## config.mk

```make
export PLATFORM = sky130hd
export DESIGN_NAME = vending_machine_multi
export DESIGN_NICKNAME = d
export VERILOG_FILES = /design/src/rtl/vm_pkg.sv /design/src/rtl/vm_stock_bank.sv /design/src/rtl/vending_machine_multi.sv
export SDC_FILE = /design/constraint.sdc
export NUM_CORES = 1
export LEC_CHECK = 0
export BUFFER_PORTS_ARGS = -buffer_cell sky130_fd_sc_hd__clkbuf_2
export CORE_AREA = 2 2 87 89
export CTS_CLUSTER_SIZE = 10
export DETAILED_ROUTE_END_ITERATION = 8
export DIE_AREA = 0 0 89 91
export GPL_ROUTABILITY_DRIVEN = 1
export PLACE_DENSITY = 0.61
export SYNTH_ARGS = -nofsm -noshare
export SYNTH_HDL_FRONTEND = slang
export SYNTH_SLANG_ARGS = --single-unit
```

## constraint.sdc

```tcl
create_clock -name clk -period 4.04 [get_ports clk]
set_clock_uncertainty 0.2 [all_clocks]
set_input_delay 0.202 -clock clk [delete_from_list [all_inputs] [get_ports clk]]
set_output_delay 0.202 -clock clk [all_outputs]
set_load 0.02 [all_outputs]
```

## src/rtl/vm_pkg.sv

```systemverilog
// Shared types, coin denominations and helpers for the multi-item vending controller.
package vm_pkg;

    typedef enum logic [1:0] {
        IDLE   = 2'd0,
        CREDIT = 2'd1,
        VEND   = 2'd2,
        CHANGE = 2'd3
    } vm_state_e;

    localparam int unsigned COIN_1  = 1;
    localparam int unsigned COIN_5  = 5;
    localparam int unsigned COIN_10 = 10;
    localparam int unsigned COIN_50 = 50;

    // Price vectors are zero-extended to this width so price_of() needs no parameters.
    localparam int unsigned PRICE_VEC_W = 1024;

    function automatic logic is_valid_coin(input logic [31:0] coin);
        return (coin == COIN_1) || (coin == COIN_5) || (coin == COIN_10) || (coin == COIN_50);
    endfunction

    // Item idx (1-based) occupies bits [idx*money_w-1 -: money_w].
    function automatic logic [31:0] price_of(input logic [PRICE_VEC_W-1:0] prices,
                                             input int unsigned idx,
                                             input int unsigned money_w);
        logic [PRICE_VEC_W-1:0] shifted;
        shifted = prices >> ((idx - 1) * money_w);
        return shifted[31:0] & ((32'd1 << money_w) - 32'd1);
    endfunction

endpackage

```

## src/rtl/vm_stock_bank.sv

```systemverilog
// Per-item stock counters: loaded on reset, one-hot decrement, combinational sold-out flags.
module vm_stock_bank #(
    parameter int unsigned N_ITEMS    = 4,
    parameter int unsigned STOCK_W    = 4,
    parameter int unsigned STOCK_INIT = 3
) (
    input  logic               clk,
    input  logic               reset,
    input  logic               dec_en_i,
    input  logic [N_ITEMS-1:0] dec_sel_i,
    output logic [N_ITEMS-1:0] sold_out_o
);

    for (genvar g = 0; g < N_ITEMS; g++) begin : g_item
        logic [STOCK_W-1:0] stock_q;

        always_ff @(posedge clk) begin
            if (reset) begin
                stock_q <= STOCK_W'(STOCK_INIT);
            end else if (dec_en_i && dec_sel_i[g] && (stock_q != '0)) begin
                stock_q <= stock_q - STOCK_W'(1);
            end
        end

        assign sold_out_o[g] = (stock_q == '0);
    end

endmodule

```

## src/rtl/vending_machine_multi.sv

```systemverilog
// Multi-item vending controller: coin validation, credit, selection, vend and change FSM.
// Optional idle auto-refund is enabled by defining VM_AUTO_REFUND_EN.
module vending_machine_multi
    import vm_pkg::*;
#(
    parameter int unsigned N_ITEMS    = 4,
    parameter int unsigned MONEY_W    = 8,
    parameter int unsigned CHOICE_W   = 4,
    parameter int unsigned STOCK_W    = 4,
    parameter int unsigned STOCK_INIT = 3,
    parameter int unsigned MAX_CREDIT = 200,
    parameter logic [N_ITEMS*MONEY_W-1:0] PRICES = {8'd25, 8'd20, 8'd15, 8'd10},
    parameter int unsigned TIMEOUT    = 1000
) (
    input  logic                clk,
    input  logic                reset,
    input  logic [MONEY_W-1:0]  input_money,
    input  logic [CHOICE_W-1:0] choice,
    input  logic                cancel,
    output logic [MONEY_W-1:0]  total_money,
    output logic [CHOICE_W-1:0] give,
    output logic [MONEY_W-1:0]  refund,
    output logic                reject_coin,
    output logic                deny,
    output logic [N_ITEMS-1:0]  sold_out
);

    localparam logic [PRICE_VEC_W-1:0] PRICES_EXT = PRICE_VEC_W'(PRICES);

    vm_state_e           state_q, state_d;
    logic [MONEY_W-1:0]  credit_q, credit_d;
    logic [MONEY_W-1:0]  price_q, price_d;
    logic [CHOICE_W-1:0] give_q, give_d;
    logic [MONEY_W-1:0]  refund_q, refund_d;
    logic                reject_q, reject_d;
    logic                deny_q, deny_d;

    logic                coin_present;
    logic [MONEY_W:0]    coin_sum;
    logic                coin_ok;
    logic                sel_valid;
    logic                sel_sold;
    logic [MONEY_W-1:0]  sel_price;
    logic [N_ITEMS-1:0]  sel_onehot;
    logic                dec_en;
    logic                auto_cancel;

    assign coin_present = (input_money != '0);
    assign coin_sum     = {1'b0, credit_q} + {1'b0, input_money};
    assign coin_ok      = is_valid_coin(32'(input_money)) && (coin_sum <= (MONEY_W+1)'(MAX_CREDIT));

    always_comb begin
        sel_valid  = 1'b0;
        sel_sold   = 1'b0;
        sel_price  = '0;
        sel_onehot = '0;
        for (int unsigned i = 1; i <= N_ITEMS; i++) begin
            if (32'(choice) == i) begin
                sel_valid  = 1'b1;
                sel_onehot = N_ITEMS'(1) << (i - 1);
                sel_sold   = |(sold_out & sel_onehot);
                sel_price  = MONEY_W'(price_of(PRICES_EXT, i, MONEY_W));
            end
        end
    end

`ifdef VM_AUTO_REFUND_EN
    logic [31:0] idle_cnt_q;
    logic        activity;

    assign activity    = coin_present || (choice != '0) || cancel;
    assign auto_cancel = (state_q == CREDIT) && !activity && (idle_cnt_q == 32'(TIMEOUT - 1));

    always_ff @(posedge clk) begin
        if (reset || (state_q != CREDIT) || activity || auto_cancel) begin
            idle_cnt_q <= '0;
        end else begin
            idle_cnt_q <= idle_cnt_q + 32'd1;
        end
    end
`else
    logic [31:0] unused_timeout;
    assign unused_timeout = 32'(TIMEOUT);
    assign auto_cancel    = 1'b0;
`endif

    always_comb begin
        state_d  = state_q;
        credit_d = credit_q;
        price_d  = price_q;
        give_d   = '0;
        refund_d = '0;
        reject_d = 1'b0;
        deny_d   = 1'b0;
        dec_en   = 1'b0;
        case (state_q)
            IDLE, CREDIT: begin
                // Arbitration: cancel beats choice beats coin; both only act once credit exists.
                if ((state_q == CREDIT) && (cancel || auto_cancel)) begin
                    refund_d = credit_q;
                    credit_d = '0;
                    state_d  = CHANGE;
                    reject_d = coin_present;
                end else if ((state_q == CREDIT) && (choice != '0)) begin
                    reject_d = coin_present;
                    if (!sel_valid || sel_sold || (credit_q < sel_price)) begin
                        deny_d = 1'b1;
                    end else begin
                        give_d  = choice;
                        dec_en  = 1'b1;
                        price_d = sel_price;
                        state_d = VEND;
                    end
                end else if (coin_present) begin
                    if (coin_ok) begin
                        credit_d = coin_sum[MONEY_W-1:0];
                        state_d  = CREDIT;
                    end else begin
                        reject_d = 1'b1;
                    end
                end
            end
            VEND: begin
                refund_d = credit_q - price_q;
                credit_d = '0;
                reject_d = coin_present;
                state_d  = CHANGE;
            end
            CHANGE: begin
                reject_d = coin_present;
                state_d  = IDLE;
            end
            default: state_d = IDLE;
        endcase
    end

    always_ff @(posedge clk) begin
        if (reset) begin
            state_q  <= IDLE;
            credit_q <= '0;
            price_q  <= '0;
            give_q   <= '0;
            refund_q <= '0;
            reject_q <= 1'b0;
            deny_q   <= 1'b0;
        end else begin
            state_q  <= state_d;
            credit_q <= credit_d;
            price_q  <= price_d;
            give_q   <= give_d;
            refund_q <= refund_d;
            reject_q <= reject_d;
            deny_q   <= deny_d;
        end
    end

    vm_stock_bank #(
        .N_ITEMS   (N_ITEMS),
        .STOCK_W   (STOCK_W),
        .STOCK_INIT(STOCK_INIT)
    ) u_stock (
        .clk       (clk),
        .reset     (reset),
        .dec_en_i  (dec_en),
        .dec_sel_i (sel_onehot),
        .sold_out_o(sold_out)
    );

    assign total_money = credit_q;
    assign give        = give_q;
    assign refund      = refund_q;
    assign reject_coin = reject_q;
    assign deny        = deny_q;

endmodule
```

## Word-level counts from Yosys, hierarchy flattened

Index checks and enable logic that the tools add are counted.

| word-level totals | value |
|---|---|
| input bits | 15 |
| register bits after elaboration | 48 |
| output and inout bits | 26 |

| operators by class | value |
|---|---|
| reductions and logical operators | 36 |
| multiplexer cells | 39 |
| eq/ne operators | 17 |
| bitwise operators | 4 |
| $add $sub $neg | 6 |
| order comparisons | 2 |

Operators by type and width:

| operator | number |
|---|---|
| $mux 8 | 8 |
| $pmux 8 s2 | 2 |
| $reduce_bool 4->1 | 5 |
| $mux 1 | 18 |
| $logic_not 4->1 | 4 |
| $mux 4 | 4 |
| $sub 4x1->4 const B | 4 |
| $ne 4x4->1 const B | 3 |
| $logic_and 1x1->1 | 11 |
| $mux 2 | 5 |
| $add 8x8->9 | 1 |
| $le 9x8->1 const B | 1 |
| $ne 3x3->1 const B | 3 |
| $eq 4x2->1 const B | 2 |
| $eq 8x1->1 const B | 1 |
| $eq 8x3->1 const B | 1 |
| $eq 8x4->1 const B | 1 |
| $eq 8x6->1 const B | 1 |
| $lt 8x8->1 | 1 |
| $reduce_and 4->1 | 2 |
| $reduce_bool 8->1 | 1 |
| $sub 8x8->8 | 1 |
| $pmux 2 s3 | 1 |
| $logic_or 1x1->1 | 5 |
| 13 further kinds | 18 |

## Depth between registers and ports, before layout

| logic depth | value |
|---|---|
| word-level depth | 14 |
| depth in mapped cells | 14 |
| depth with buffers taken out | 12 |

## Modules after synthesis

A second synthesis with hierarchy kept.

| unflattened totals | value |
|---|---|
| cells, all modules | 334 |
| area, all modules | 2783.9 um^2 |

By module, submodules not included:

| module | cells each | instances | area each (um^2) |
|---|---|---|---|
| vending_machine_multi | 235 | 1 | 1945.6 |
| vm_stock_bank | 99 | 1 | 838.3 |

## Worst setup path after synthesis

OpenSTA, ideal clock, no wires.

| timing | value |
|---|---|
| kind | flip-flop to flip-flop |
| from | register credit_q[0] (netlist: total_money[0]) |
| to | register credit_q[3] (netlist: total_money[3]) |
| path buffers | 0 |
| clock period less this slack | 3.229 ns |
| required time | 3.778 ns |
| data arrival time | 2.967 ns |
| stages on the path, launching flop included | 10 |
| library setup time | 0.062 ns |
| path slack | 0.811 ns |
| cells stage by stage | dfxtp_1 -> ha_1 -> fa_1 -> a211oi_1 -> nor2_1 -> xnor2_1 -> o311a_4 -> nor4_4 -> mux2_4 -> nor2_2 |

| on the way | value |
|---|---|
| longest elaborated chain between the ends | 6 |

RTL lines:

| what | line | text |
|---|---|---|
| from (decl) | vending_machine_multi.sv:31 | `logic [MONEY_W-1:0] credit_q, credit_d;` |
| from (signal assigned) | vending_machine_multi.sv:148 | `credit_q <= credit_d;` |
| $add 8x8->9 (*) | vending_machine_multi.sv:49 | `assign coin_sum = {1'b0, credit_q} + {1'b0, input_money};` |
| branches (longest 5 deep; another with $le 9x8->1) | - |  |

Mark *: on every way between the ends. The select of a mux whose other input is x is not followed.
A chain may end at the register's enable or synchronous reset.

## Final worst setup path

Ends and elaborated chain as after synthesis.

==> reports/qor.txt <==
Post-CTS Setup Inserts: 0
Clk network pwr share: 36.3%
Switching Share: 24.41%
Setup Crit Path Kind: reg -> reg
first-pass GRT wire length: 10.73 mm
H-tree Lvls: 2
final net count: 406
crit path cell chain: ha_1 > fa_1 > a211oi_1 > nor2_1 > xnor2_1 > o311a_4 > nor4_4 > mux2_4 > nor2_2
Slew Limit Fails: 0
Vias per Instance: 5.186
Max Fanout on Critical Path: 9
slowest CP cell: nor4_4
Ys Warns: 0
fin crit share: 88.05%
Clk Latency, worst-skew pair: 0.29 ns
Leak: 1.420 nW
final hold viol count: 0
TritonCTS clock tree: done
WL final: 6.244 mm
vias in the first global route: 2,304
total CTS buffers: 5
DRT iter0 DRCs: 126
Residual DRC: 0
FF+latch count, synth: 45
gpl congestion: 0.8247
IO Port Bufs: 40
WL met2: 2.823 mm
total track usage: 16.36%
Reg power frac: 53.3%
pwr/cell area: 263.4 nW/um^2
Max Used Layer: met4
total grt overflow: 0
WP buf/inv: 0
DR vias: 2,427
relative slew slack: 50.47%
mux contribution to synthesized area: 4.964%
maximum vdd drop: 0.0001758 V
minimum clock period: 3.557 ns
Antenna Nets Post-Route: 0
TritonRoute pass-1 iters: 4
most common cell after layout, fill and taps aside: dfxtp_1
Starting Density: 38.85%
clock tree sinks: 45
family with the most delay on the worst path: simple AND/OR/NAND/NOR gates
R2R depth: 9
Post-synth EDFFs: 0
Least-Margin Pin Slew: 0.7375 ns
wl on met1: 3.178 mm
Avg Inst Size Synth: 8.453 sq um
startpoint class of the critical path: flip-flop
Core ar.: 7137 sq um
DP Area: 3080 sq um
WL per Instance: 13.34 um
Worst Hold Depth: 2
P_int: 0.6334 mW
adder-cell area share of the yosys netlist: 10.92%
CP peak stage delay: 0.67 ns
Critical Path RT: 4.08 ns
largest family of logic cells by synthesized area: simple AND/OR/NAND/NOR gates
Top FF cell, synth: dfxtp_1
FFs w/ async S/R, synth: 0%
part of the power in combinational logic: 10.4%
Layout area overhead: 14.76%
Crit. End Element: flip-flop
hold_buf cts: 0
Synthesized Nets: 366
antenna violations before repair: 0
layout cells sized above 1: 16.26%
# setup viols final: 0
die area: 8099 sq um
design area: 3182 sq um
Netlist cell types: 60
switching power: 0.2046 mW
largest net degree at the start of global routing: 18
Clock Path Buffers: 2
ant diodes: 0
Max Freq: 281.1 MHz
Die Width: 89 um
total of max-cap violations: 0
xor/xnor share of the synthesized area: 4.422%
die height: 91 um
FP Rows: 31
most frequent cells in the layout: 45 x dfxtp_1, 40 x clkbuf_2, 36 x nor2_1
Worst Path Arrival: 3.60 ns
DR WL met3: 193 um
Seq/Total Area, Yosys: 32.49%
Stages on worst setup path: 9
post-synthesis compound-gate area fraction: 17.64%
Worst Hold Class: in -> reg
HPWL Detailed: 4.794 mm
Cells after Synth: 328
post-cts sizing count: 0
RSZ-0062 raised after global routing: false
Setup TNS Final: 0 ns
status: finished, final reports clean
Top Ports: 41
Simple-Gate Fraction of Synth Area: 24.64%
Root Driver: clkbuf_8
Reg clk slew, reported paths: 0.08 ns
synthesized area: 2773 sq um
-- final timing paths --
check | slack (ns) | endpoint | start
max | 0.48 | total_money[3] | total_money[0]
min | 0.06 | give[2] | choice[2]
max reg2reg | 0.48 | total_money[3] | total_money[0]
min reg2reg | 0.28 | u_stock.g_item[0].stock_q[2] | u_stock.g_item[0].stock_q[2]
-- cell usage after synthesis, drive strengths merged (3+ instances only) --
cell type,instances,area (sq um)
dfxtp,45,900.9
nor2,37,141.4
inv,25,93.84
nand2,23,86.33
ha,21,262.8
o21ai,14,70.07
a21oi,13,65.06
mux2i,10,100.1
nor3,10,55.05
clkbuf,8,30.03
nand2b,8,50.05
nor2b,8,50.05
nor3b,8,60.06
xnor2,7,61.31
xor2,7,61.31
nand3,6,30.03
o211ai,6,45.04
nand4,5,31.28
nor4,5,46.29
a21o,4,30.03
a22oi,4,30.03
and3,4,25.02
a211oi,3,22.52
and2,3,18.77
mux2,3,37.53
o311a,3,41.29
or3,3,18.77
or4,3,22.52
-- worst register-to-register path, cell delays in order, from the launching register on --
cell and delay, ns:
dfxtp_1 0.38, ha_1 0.23, fa_1 0.40, a211oi_1 0.46, nor2_1 0.13, xnor2_1 0.19, o311a_4 0.41, nor4_4 0.67
mux2_4 0.36, nor2_2 0.07
-- routing by layer --
| layer | global-route usage [%] | up-vias |
|---|---|---|
| met5 | 0 | - |
| met4 | 3.358 | 0 |
| met3 | 3.091 | 4 |
| met2 | 25.68 | 37 |
| met1 | 23.26 | 1136 |
| li1 | - | 1250 |
-- cells by family after synthesis --
logic type	after synthesis
flops	45
mux	13
compound gates	68
simple gates	129
fa+ha+maj	23
buf+inv	35
other cells	1
xor+xnor	14
-- metrics by stage --
step           setup slack (ns)  total power [mW]  util, %  hold WS [ns]  instances
3_3_place_gp             0.6097            0.5441    43.16        0.2726        460
3_5_place_dp             0.5492            0.5447    43.16        0.2761        460
2_1_floorplan            0.8108            0.5178        -        0.1479        328
6_report                 0.4828            0.8380    44.58       0.05501        468
4_1_cts                  0.5249            0.8472    44.58       0.04998        468
5_1_grt                  0.3296            0.8783    44.58       0.05726        468
-- registers in the layout (all words and copies together), names as in the netlist --
signal                  count
state_q                     2
total_money                 8
refund                      8
price_q                     5
deny                        1
u_stock.g_item.stock_q     16
give                        4
reject_coin                 1
-- layout make-up --
type                            count  area [sq um]
Tap cell                           99         123.9
Clock buffer                        7         96.34
Fill cell                         754          3955
Multi-Input combinational cell    248          1739
Sequential cell                    45         900.9
Timing Repair Buffer               43         222.7
Clock inverter                      1         5.005
Inverter                           25         93.84
-- power by group through the flow --
| stage | sequential (mW) | clock, mW | combinational [mW] |
|---|---|---|---|
| after floorplan | 0.459 | 0 | 0.0591 |
| after global placement | 0.457 | 0 | 0.0869 |
| after detailed placement | 0.457 | 0 | 0.0875 |
| after CTS | 0.447 | 0.313 | 0.0876 |
| after global routing | 0.447 | 0.333 | 0.0979 |
| final | 0.447 | 0.304 | 0.0872 |
No activity file was read; power rests on OpenSTA's default activity.
